File: src/rtl/mbus_arb_pkg.sv
`default_nettype none
// ============================================================================
// Module      : mbus_arb_pkg
// Description : Shared types and constants for the two-requester memory-bus
//               arbiter: requester id, channel FSM states, write response code.
// Revision    : 1.0 - initial release
// ============================================================================
package mbus_arb_pkg;

    // Requester identifier: M0 = vector memory queue, M1 = secondary port
    typedef logic [0:0] master_id_t;
    localparam master_id_t M0 = 1'b0;
    localparam master_id_t M1 = 1'b1;

    // Channel FSM encoding
    localparam logic [0:0] ST_IDLE = 1'b0;
    localparam logic [0:0] ST_HOLD = 1'b1;
    typedef enum logic [0:0] {
        IDLE = ST_IDLE,
        HOLD = ST_HOLD
    } arb_state_e;

    // Write response code for a successful transfer
    localparam logic [1:0] OKAY = 2'b00;

    // The requester that is not 'id' (round-robin hand-off)
    function automatic master_id_t other_id(input master_id_t id);
        return ~id;
    endfunction

endpackage
`default_nettype wire

File: src/rtl/mbus_ord_fifo.sv
`default_nettype none
// ============================================================================
// Module      : mbus_ord_fifo
// Description : Small order FIFO recording which requester owns each issued
//               bus transaction, so in-order responses can be steered back.
// Revision    : 1.0 - initial release
// Ports       : clk, rst_n     - clock, synchronous active-low reset
//               push, push_id  - record an issued transaction's owner
//               pop            - retire the oldest entry
//               full, empty    - occupancy flags (from the current count)
//               head           - owner of the oldest outstanding transaction
// ============================================================================
module mbus_ord_fifo
    import mbus_arb_pkg::*;
#(
    parameter int OUTST_BITS = 2
) (
    input  logic       clk,
    input  logic       rst_n,
    input  logic       push,
    input  master_id_t push_id,
    input  logic       pop,
    output logic       full,
    output logic       empty,
    output master_id_t head
);

    localparam int                  C_DEPTH     = 2 ** OUTST_BITS;
    localparam logic [OUTST_BITS:0] C_DEPTH_CNT = {1'b1, {OUTST_BITS{1'b0}}};

    master_id_t              r_mem [C_DEPTH];
    logic [OUTST_BITS-1:0]   r_wr_ptr;
    logic [OUTST_BITS-1:0]   r_rd_ptr;
    logic [OUTST_BITS:0]     r_count;
    logic                    w_push_en;
    logic                    w_pop_en;

    assign full  = (r_count == C_DEPTH_CNT);
    assign empty = (r_count == '0);
    assign head  = r_mem[r_rd_ptr];

    // A push is refused while full even if a pop retires an entry this cycle
    assign w_push_en = push && !full;
    assign w_pop_en  = pop && !empty;

    always_ff @(posedge clk) begin
        if (w_push_en) begin
            r_mem[r_wr_ptr] <= push_id;
        end
    end

    always_ff @(posedge clk) begin
        if (!rst_n) begin
            r_wr_ptr <= '0;
            r_rd_ptr <= '0;
            r_count  <= '0;
        end else begin
            if (w_push_en) begin
                r_wr_ptr <= r_wr_ptr + 1'b1;
            end
            if (w_pop_en) begin
                r_rd_ptr <= r_rd_ptr + 1'b1;
            end
            if (w_push_en && !w_pop_en) begin
                r_count <= r_count + 1'b1;
            end else if (!w_push_en && w_pop_en) begin
                r_count <= r_count - 1'b1;
            end
        end
    end

endmodule
`default_nettype wire

File: src/rtl/mbus_arbiter.sv
`default_nettype none
// ============================================================================
// Module      : mbus_arbiter
// Description : Shares one single-beat AXI-style memory bus between M0 (vector
//               memory queue) and M1. Read and write channels are arbitrated
//               independently with round-robin grant; a stalled grant is held
//               until the bus accepts it. Responses return in issue order and
//               are steered to their owner via per-channel order FIFOs.
// Revision    : 1.0 - initial release
// Ports       : clk, rst_n          - clock, synchronous active-low reset
//               m{0,1}_ar/r         - requester read address / data channels
//               m{0,1}_aw/w/b       - requester write address/data/response
//               mbus_ar/r/aw/w/b    - shared downstream bus channels
// ============================================================================
module mbus_arbiter
    import mbus_arb_pkg::*;
#(
    parameter int ADDR_WIDTH = 32,
    parameter int DATA_WIDTH = 64,
    parameter int OUTST_BITS = 2
) (
    input  logic                    clk,
    input  logic                    rst_n,
    // M0 requester
    input  logic [ADDR_WIDTH-1:0]   m0_ar_addr,
    input  logic                    m0_ar_valid,
    output logic                    m0_ar_ready,
    output logic [DATA_WIDTH-1:0]   m0_r_data,
    output logic                    m0_r_valid,
    input  logic                    m0_r_ready,
    input  logic [ADDR_WIDTH-1:0]   m0_aw_addr,
    input  logic                    m0_aw_valid,
    output logic                    m0_aw_ready,
    input  logic [DATA_WIDTH-1:0]   m0_w_data,
    input  logic [DATA_WIDTH/8-1:0] m0_w_strb,
    output logic [1:0]              m0_b_resp,
    output logic                    m0_b_valid,
    input  logic                    m0_b_ready,
    // M1 requester
    input  logic [ADDR_WIDTH-1:0]   m1_ar_addr,
    input  logic                    m1_ar_valid,
    output logic                    m1_ar_ready,
    output logic [DATA_WIDTH-1:0]   m1_r_data,
    output logic                    m1_r_valid,
    input  logic                    m1_r_ready,
    input  logic [ADDR_WIDTH-1:0]   m1_aw_addr,
    input  logic                    m1_aw_valid,
    output logic                    m1_aw_ready,
    input  logic [DATA_WIDTH-1:0]   m1_w_data,
    input  logic [DATA_WIDTH/8-1:0] m1_w_strb,
    output logic [1:0]              m1_b_resp,
    output logic                    m1_b_valid,
    input  logic                    m1_b_ready,
    // Shared bus
    output logic [ADDR_WIDTH-1:0]   mbus_ar_addr,
    output logic                    mbus_ar_valid,
    input  logic                    mbus_ar_ready,
    input  logic [DATA_WIDTH-1:0]   mbus_r_data,
    input  logic                    mbus_r_valid,
    output logic                    mbus_r_ready,
    output logic [ADDR_WIDTH-1:0]   mbus_aw_addr,
    output logic                    mbus_aw_valid,
    input  logic                    mbus_aw_ready,
    output logic [DATA_WIDTH-1:0]   mbus_w_data,
    output logic [DATA_WIDTH/8-1:0] mbus_w_strb,
    output logic                    mbus_w_valid,
    input  logic [1:0]              mbus_b_resp,
    input  logic                    mbus_b_valid,
    output logic                    mbus_b_ready
);

    // ------------------------------------------------------------------------
    // Read channel
    // ------------------------------------------------------------------------
    logic [0:0] r_rd_state;
    master_id_t r_rd_gnt;
    master_id_t r_rd_rr;
    master_id_t w_rd_sel;
    logic       w_rd_req;
    logic       w_rd_hs;
    logic       w_rd_full;
    logic       w_rd_empty;
    master_id_t w_rd_head;

    // HOLD pins the latched requester; otherwise a lone requester wins and a
    // contested cycle goes to the round-robin pointer.
    always_comb begin
        w_rd_sel = M0;
        if (r_rd_state == ST_HOLD) begin
            w_rd_sel = r_rd_gnt;
        end else if (m0_ar_valid && m1_ar_valid) begin
            w_rd_sel = r_rd_rr;
        end else if (m1_ar_valid) begin
            w_rd_sel = M1;
        end
    end

    assign w_rd_req      = !w_rd_full && ((w_rd_sel == M1) ? m1_ar_valid : m0_ar_valid);
    assign w_rd_hs       = w_rd_req && mbus_ar_ready;
    assign mbus_ar_valid = w_rd_req;
    assign mbus_ar_addr  = !w_rd_req ? '0 : ((w_rd_sel == M1) ? m1_ar_addr : m0_ar_addr);
    assign m0_ar_ready   = w_rd_hs && (w_rd_sel == M0);
    assign m1_ar_ready   = w_rd_hs && (w_rd_sel == M1);

    always_ff @(posedge clk) begin
        if (!rst_n) begin
            r_rd_state <= ST_IDLE;
            r_rd_gnt   <= M0;
            r_rd_rr    <= M0;
        end else begin
            if (w_rd_hs) begin
                r_rd_rr <= other_id(w_rd_sel);
            end
            if (r_rd_state == ST_IDLE) begin
                if (w_rd_req && !mbus_ar_ready) begin
                    r_rd_state <= ST_HOLD;
                    r_rd_gnt   <= w_rd_sel;
                end
            end else if (w_rd_hs) begin
                r_rd_state <= ST_IDLE;
            end
        end
    end

    mbus_ord_fifo #(
        .OUTST_BITS (OUTST_BITS)
    ) u_rd_fifo (
        .clk     (clk),
        .rst_n   (rst_n),
        .push    (w_rd_hs),
        .push_id (w_rd_sel),
        .pop     (mbus_r_valid && mbus_r_ready),
        .full    (w_rd_full),
        .empty   (w_rd_empty),
        .head    (w_rd_head)
    );

    // Read data goes to both requesters; only the valid is steered
    assign mbus_r_ready = !w_rd_empty && ((w_rd_head == M1) ? m1_r_ready : m0_r_ready);
    assign m0_r_valid   = mbus_r_valid && !w_rd_empty && (w_rd_head == M0);
    assign m1_r_valid   = mbus_r_valid && !w_rd_empty && (w_rd_head == M1);
    assign m0_r_data    = mbus_r_data;
    assign m1_r_data    = mbus_r_data;

    // ------------------------------------------------------------------------
    // Write channel (aw and w travel together as one beat)
    // ------------------------------------------------------------------------
    logic [0:0] r_wr_state;
    master_id_t r_wr_gnt;
    master_id_t r_wr_rr;
    master_id_t w_wr_sel;
    logic       w_wr_req;
    logic       w_wr_hs;
    logic       w_wr_full;
    logic       w_wr_empty;
    master_id_t w_wr_head;

    always_comb begin
        w_wr_sel = M0;
        if (r_wr_state == ST_HOLD) begin
            w_wr_sel = r_wr_gnt;
        end else if (m0_aw_valid && m1_aw_valid) begin
            w_wr_sel = r_wr_rr;
        end else if (m1_aw_valid) begin
            w_wr_sel = M1;
        end
    end

    assign w_wr_req      = !w_wr_full && ((w_wr_sel == M1) ? m1_aw_valid : m0_aw_valid);
    assign w_wr_hs       = w_wr_req && mbus_aw_ready;
    assign mbus_aw_valid = w_wr_req;
    assign mbus_w_valid  = w_wr_req;
    assign mbus_aw_addr  = !w_wr_req ? '0 : ((w_wr_sel == M1) ? m1_aw_addr : m0_aw_addr);
    assign mbus_w_data   = !w_wr_req ? '0 : ((w_wr_sel == M1) ? m1_w_data : m0_w_data);
    assign mbus_w_strb   = !w_wr_req ? '0 : ((w_wr_sel == M1) ? m1_w_strb : m0_w_strb);
    assign m0_aw_ready   = w_wr_hs && (w_wr_sel == M0);
    assign m1_aw_ready   = w_wr_hs && (w_wr_sel == M1);

    always_ff @(posedge clk) begin
        if (!rst_n) begin
            r_wr_state <= ST_IDLE;
            r_wr_gnt   <= M0;
            r_wr_rr    <= M0;
        end else begin
            if (w_wr_hs) begin
                r_wr_rr <= other_id(w_wr_sel);
            end
            if (r_wr_state == ST_IDLE) begin
                if (w_wr_req && !mbus_aw_ready) begin
                    r_wr_state <= ST_HOLD;
                    r_wr_gnt   <= w_wr_sel;
                end
            end else if (w_wr_hs) begin
                r_wr_state <= ST_IDLE;
            end
        end
    end

    mbus_ord_fifo #(
        .OUTST_BITS (OUTST_BITS)
    ) u_wr_fifo (
        .clk     (clk),
        .rst_n   (rst_n),
        .push    (w_wr_hs),
        .push_id (w_wr_sel),
        .pop     (mbus_b_valid && mbus_b_ready),
        .full    (w_wr_full),
        .empty   (w_wr_empty),
        .head    (w_wr_head)
    );

    assign mbus_b_ready = !w_wr_empty && ((w_wr_head == M1) ? m1_b_ready : m0_b_ready);
    assign m0_b_valid   = mbus_b_valid && !w_wr_empty && (w_wr_head == M0);
    assign m1_b_valid   = mbus_b_valid && !w_wr_empty && (w_wr_head == M1);
    assign m0_b_resp    = mbus_b_resp;
    assign m1_b_resp    = mbus_b_resp;

endmodule
`default_nettype wire

File: config.mk
export PLATFORM = sky130hd
export DESIGN_NAME = mbus_arbiter
export DESIGN_NICKNAME = d
export VERILOG_FILES = /design/src/rtl/mbus_arb_pkg.sv /design/src/rtl/mbus_ord_fifo.sv /design/src/rtl/mbus_arbiter.sv
export SDC_FILE = /design/constraint.sdc
export NUM_CORES = 1
export LEC_CHECK = 0
export ABC_AREA = 1
export BUFFER_PORTS_ARGS = -buffer_cell sky130_fd_sc_hd__buf_4
export CAP_MARGIN = 30
export CORE_AREA = 2 2 248 250
export DETAILED_ROUTE_END_ITERATION = 12
export DIE_AREA = 0 0 250 252
export PLACE_DENSITY = 0.32
export SLEW_MARGIN = 15
export SYNTH_ARGS = -nofsm -noshare
export SYNTH_HDL_FRONTEND = slang
export SYNTH_HIERARCHICAL = 1
export SYNTH_SLANG_ARGS = --single-unit
File: constraint.sdc
create_clock -name clk -period 6.7 [get_ports clk]
set_input_delay 0.335 -clock clk [delete_from_list [all_inputs] [get_ports clk]]
set_output_delay 0.335 -clock clk [all_outputs]
set_load 0.1 [all_outputs]
==> results of run 1 <==
==> power breakdown <==
group | switching [mW] | internal, mW | leakage (nW)
logic | 2.80 | 0.680 | 3.58
registers | 0.0422 | 0.246 | 0.271
clock network | 0.0794 | 0.137 | 0.0655
total | 2.92 | 1.06 | 3.92
==> layout make-up <==
cell class / instances / area [sq um] / area share
clock buffer: 7 / 133 / 0.0167
timing repair buffer: 439 / 3310 / 0.417
clock inverter: 1 / 3.75 / 0.000473
inverter: 57 / 216 / 0.0273
tap: 782 / 978 / 0.123
sequential: 32 / 721 / 0.0909
multi-input combinational: 564 / 2570 / 0.324
==> kinds of logic after synthesis <==
family          after synthesis
flops                        32
fa+ha+maj                    12
buf+inv                     232
xor+xnor                      2
simple gates                400
compound gates              150
==> per-layer routing <==
layer  vias to the layer above  routed length [um]  part of all wire  track usage
met4                         4                 632             0.024       0.0212
met1                      2646                9950              0.38       0.0865
li1                       3002                   -                 -            -
met2                       256               13600              0.52        0.141
met5                         -                  26           0.00099            0
met3                        56                2010             0.077       0.0240
==> layout by cell type (no fill, tap or decap) <==
master / n
buf_4: 438
nand2_1: 315
a21oi_1: 146
inv_1: 50
nor2_1: 44
dfxtp_1: 24
nand3_1: 11
ha_1: 10
nor3_1: 8
edfxtp_1: 8
nand2_2: 7
inv_2: 6
clkbuf_16: 5
nand4_1: 4
nor4_1: 2
clkbuf_1: 2
nor2_4: 2
nand2_4: 2
a32oi_1: 2
nand3b_1: 2
xor2_1: 2
o21ai_0: 2
fa_1: 2
nand3_2: 1
nand3_4: 1
nor2_8: 1
inv_4: 1
clkinv_1: 1
buf_12: 1
==> critical path, stage by stage (launching register included) <==
cell	delay, ns
dfxtp_1	0.29
inv_1	0.10
nand2_1	0.07
nand2_1	0.11
inv_2	0.08
nor2_8	0.47
buf_4	0.69
nand2_1	0.13
a21oi_1	0.38
buf_4	0.37
==> worst max path at each step <==
stage	to	slack (ns)	depth (start not counted)
6_report	mbus_w_strb[2]	3.36	9
5_1_grt	mbus_w_data[8]	3.05	9
4_1_cts	mbus_w_data[8]	3.16	9
3_5_place_dp	mbus_w_data[8]	3.35	10
3_3_place_gp	mbus_w_data[8]	3.30	10
2_1_floorplan	m1_b_valid	3.58	5
==> out/metrics.cfg, run 1 <==
[finish]
drive_gt1_frac = 0.423
fill_cells = 7128
final_core_util = 0.132
fin_cells = 1882
area_growth_pct = 66.3
layout.nets = 1463
antennaDiodeCount = 0
final_area_sq_um = 7930

[power]
totalPowerFinal_mw = 3.98
ir_drop_v = 0.000239
p_leak_nw = 3.92
p_per_area_nw_per_um2 = 502

[global_routing]
grt_overflow_total = 0
grt_first_pass_wirelength_mm = 37.4
grt_max_degree = 78
grt_use_total = 0.0774
first_global_vias = 6043
grt_antenna_before_repair = 2

[min_path]
worstHoldStart = rst_n
hold_path_class = in2reg
min_path_cells = 3
holdPathEnd = r_rd_gnt$_SDFFE_PN0P_

[cts]
cts.sinks = 32
postCtsSetupBuffers = 0
clk_pin_slew_worst_paths_ns = 0.05
insertion_delay_ns = 0.27
cts_max_level = 2
cts_buffers = 5
clockRootBuffer = clkbuf_16
cts_resized = 0
ctsLongestPathBuffers = 2
hold_buffers = 0
cts_tree = built

[sta]
timing.final.crit_period_ns = 3.34
fin_tns_setup_ns = 0
period_share = 0.499
grt_setup_unrepaired = false
finalHoldViolCount = 0
finalMaxSlewViolations = 0
finalSetupViolations = 0
whs_ns = 0.404
max_slew_margin = 0.480
skew_ns = 0.00473
tightest_slew_ns = 0.781
max_freq_ghz = 0.299
setup_slack_ns = 3.36

[floorplan]
core_area_sq_um = 60100
io_pins = 633
start_util = 0.0793
rows = 90
die_h_um = 252
die_w_um = 250
die_area_sq_um = 63000

[logic_synthesis]
synth_top_family_by_area = simple AND/OR/NAND/NOR gates
synth_edf_count = 8
ys.flop_type = dfxtp_1
netlist_instances = 828
synthTopCellsByArea = nand2_1 (25%), buf_4 (22%), a21oi_1 (15%)
synth-compound-area-share = 0.159
ys_ff_latch = 32
synth_area_sq_um = 4770
synth_most_common_cell = nand2_1
synthTopCellsByCount = nand2_1 (315), a21oi_1 (146), buf_4 (140)
synth_top_area_share = 0.248
yosysWarnings = 6
yosys.area.top_type = nand2_1
synthArstFlopShare = 0
synth-seq-area-share = 0.151
yosys.area_share.simple = 0.341
synth-xor-area-share = 0.00367
synth_fp_nets = 1192
synth.mux.area_fraction = 0
syn-mean-instance-area_sq_um = 5.76
synth_fa_ha_area_frac = 0.0346
ys_types = 28

[setup_path]
r2r-end = u_rd_fifo/r_count[1]$_SDFFE_PN0P_
cp.arrival_ns = 3.01
ff2ff_setup_slack_ns = 4.08
critPathKind = reg2out
startpoint_type = register
required_ns = 6.36
reg2reg_depth = 11
cp_max_fo = 70
cp-end-kind = primary output
critPathLaunch = r_wr_rr$_SDFFE_PN0P_

[drt]
vias_per_cell = 3.17
antenna_left = 0
routed_wirelength_mm = 26.2
vias = 5964
wire_per_inst_um = 13.9
drt_iter0_drc = 264
drc = 0
dr.pass1.iters = 4

[placed_design]
dp.final_hpwl_mm = 21.9
io_buffer_count = 434
post_dp_cell_area_sq_um = 7800
place_congestion = 0.798
pre_cts_ws_ns = 3.35
placed_cells = 1874

[run_status]
outcome = complete, no violations

[flow_run]
maxCapViolations = 0

(Power assumes the default switching activity.)
==> run 2: changes to the inputs <==
CORE_AREA = 2 2 249 251   (was 2 2 248 250)
DIE_AREA = 0 0 251 253   (was 0 0 250 252)
PLACE_DENSITY = 0.33   (was 0.32)
clock period = 3 ns   (was 6.7 ns; I/O delays follow)
==> out/metrics.cfg, run 2 (same netlist as run 1, synthesis figures left out) <==
[setup_path]
path_cells = nor2_1 -> nand2_1 -> inv_2 -> nor2_8 -> buf_4 -> nand2_1 -> a21oi_1 -> buf_4
slowest_stage = a21oi_1
worst-path-buf-inv = 3  ; -1
cp_top_family = buffers and inverters
critPathKind = reg2out
cp_max_fo = 17  ; -76%
cp-end-kind = primary output
required_ns = 2.85  ; -3.51 ns
startpoint_type = register
cp.arrival_ns = 2.38  ; -0.63 ns
max_stage_delay_ns = 0.42  ; -0.27 ns

[drt]
vias_per_cell = 3.18  ; +0.23%
antenna_left = 0  ; unchanged
routed_wirelength_mm = 26.8  ; +2.3%
wire_per_inst_um = 14.1  ; +0.99%
dr.pass1.iters = 5  ; +1
drt_iter0_drc = 253  ; -4.2%
vias = 6054  ; +1.5%
drc = 0  ; unchanged

[cts]
clockRootBuffer = clkbuf_16
clk_pin_slew_worst_paths_ns = 0.05  ; about the same
cts_buffers = 5  ; unchanged
cts_resized = 0  ; unchanged
postCtsSetupBuffers = 0  ; unchanged
hold_buffers = 0  ; unchanged
cts.sinks = 32  ; unchanged
cts_max_level = 2  ; unchanged
ctsLongestPathBuffers = 2  ; unchanged
cts_tree = built
insertion_delay_ns = 0.28  ; about the same

[placed_design]
io_buffer_count = 434  ; unchanged
pre_cts_ws_ns = 0.496  ; -2.85 ns
place_congestion = 0.770  ; -3.5%
dp.final_hpwl_mm = 23.1  ; +5.2%
placed_cells = 1898  ; +1.3%

[finish]
antennaDiodeCount = 0  ; unchanged
area_growth_pct = 69.3
fill_cells = 7216  ; +1.2%
most-common-layout-cells = buf_4 (453), nand2_1 (315), a21oi_1 (146)
drive_gt1_frac = 0.431  ; +0.00828
fin_cells = 1906  ; +1.3%
layout.nets = 1479  ; +1.1%
mostFrequentLayoutCell = buf_4

[sta]
max_freq_ghz = 0.395
tightest_slew_ns = 0.670  ; -0.110 ns
setup_slack_ns = 0.471  ; -2.88 ns
period_share = 0.843
finalHoldViolCount = 0  ; unchanged
skew_ns = 0.00264  ; -0.00209 ns
finalSetupViolations = 0  ; unchanged
max_slew_margin = 0.553  ; +0.0735
grt_setup_unrepaired = false
finalMaxSlewViolations = 0  ; unchanged
timing.final.crit_period_ns = 2.53
fin_tns_setup_ns = 0  ; unchanged

[flow_run]
maxCapViolations = 0  ; unchanged

[min_path]
worstHoldStart = rst_n
hold_path_class = in2reg

[global_routing]
grt_use_total = 0.0771  ; -0.000261
grt_max_degree = 53  ; -32%
grt_antenna_before_repair = 1  ; -1
first_global_vias = 5957  ; -1.4%
grt_overflow_total = 0  ; unchanged
grt_first_pass_wirelength_mm = 37.3  ; -0.11%

[floorplan]
start_util = 0.0782  ; -0.00116
die_area_sq_um = 63500  ; +0.80%
die_h_um = 253  ; +0.40%
die_w_um = 251  ; +0.40%
io_pins = 633  ; unchanged
core_area_sq_um = 61000  ; +1.5%
rows = 91  ; +1.1%

[power]
p_leak_nw = 4.00  ; +2.2%
ir_drop_v = 0.000455  ; +90%
totalPowerFinal_mw = 9.04  ; +130%
p_per_area_nw_per_um2 = 1120  ; +120%

[run_status]
outcome = complete, no violations

-- run 2: changes by cell type in the layout (fill, tap and decap cells not counted), sizes merged --
cell,before,now
buf,439,455
-- run 2: stage by stage --
step	hold WS [ns]	util	cell area [sq um]
global route	0.238	0.132	8080
CTS	0.212	0.132	8080
detailed placement	0.301	0.130	7940
global placement	0.301	0.130	7940
finish	0.213	0.132	8080
floorplan	0.270	-	4770
-- run 2: final cells by class --
cell class	count	area, sq um	share of cell area
Multi-Input combinational cell	564	2570	0.319
Clock buffer	7	133	0.0164
Clock inverter	1	3.75	0.000465
Inverter	57	216	0.0268
Timing Repair Buffer	455	3440	0.426
Sequential cell	32	721	0.0892
Tap cell	790	988	0.122
-- run 2: final timing paths --
path	end	slack, ns	cells after the start
worst min register to register	u_wr_fifo/r_rd_ptr[0]$_SDFFE_PN0P_	0.51	2
worst max-delay path	mbus_w_data[39]	0.47	8
worst max register to register	u_wr_fifo/r_count[1]$_SDFFE_PN0P_	0.48	11
worst min-delay path	u_rd_fifo/r_count[2]$_SDFFE_PN0P_	0.21	3
-- run 2: tightest hold or removal path, stage by stage --
cell and delay (ns):
buf_4 0.18, nand2_1 0.08, nor2_1 0.03
-- run 2: power by group --
part           internal (mW)  leakage [nW]  switching (mW)  total (mW)
Combinational           1.59          3.67            6.32        7.91
Clock                  0.305        0.0655           0.185       0.491
Sequential             0.548         0.271          0.0935       0.642
-- run 2: metal layers --
metal / GRT usage / share of wire / up-vias
met4: 0.0236 / 0.028 / 2
met1: 0.0894 / 0.39 / 2696
li1: - / - / 3038
met2: 0.138 / 0.51 / 261
met5: 0 / 0.00048 / -
met3: 0.0198 / 0.069 / 57
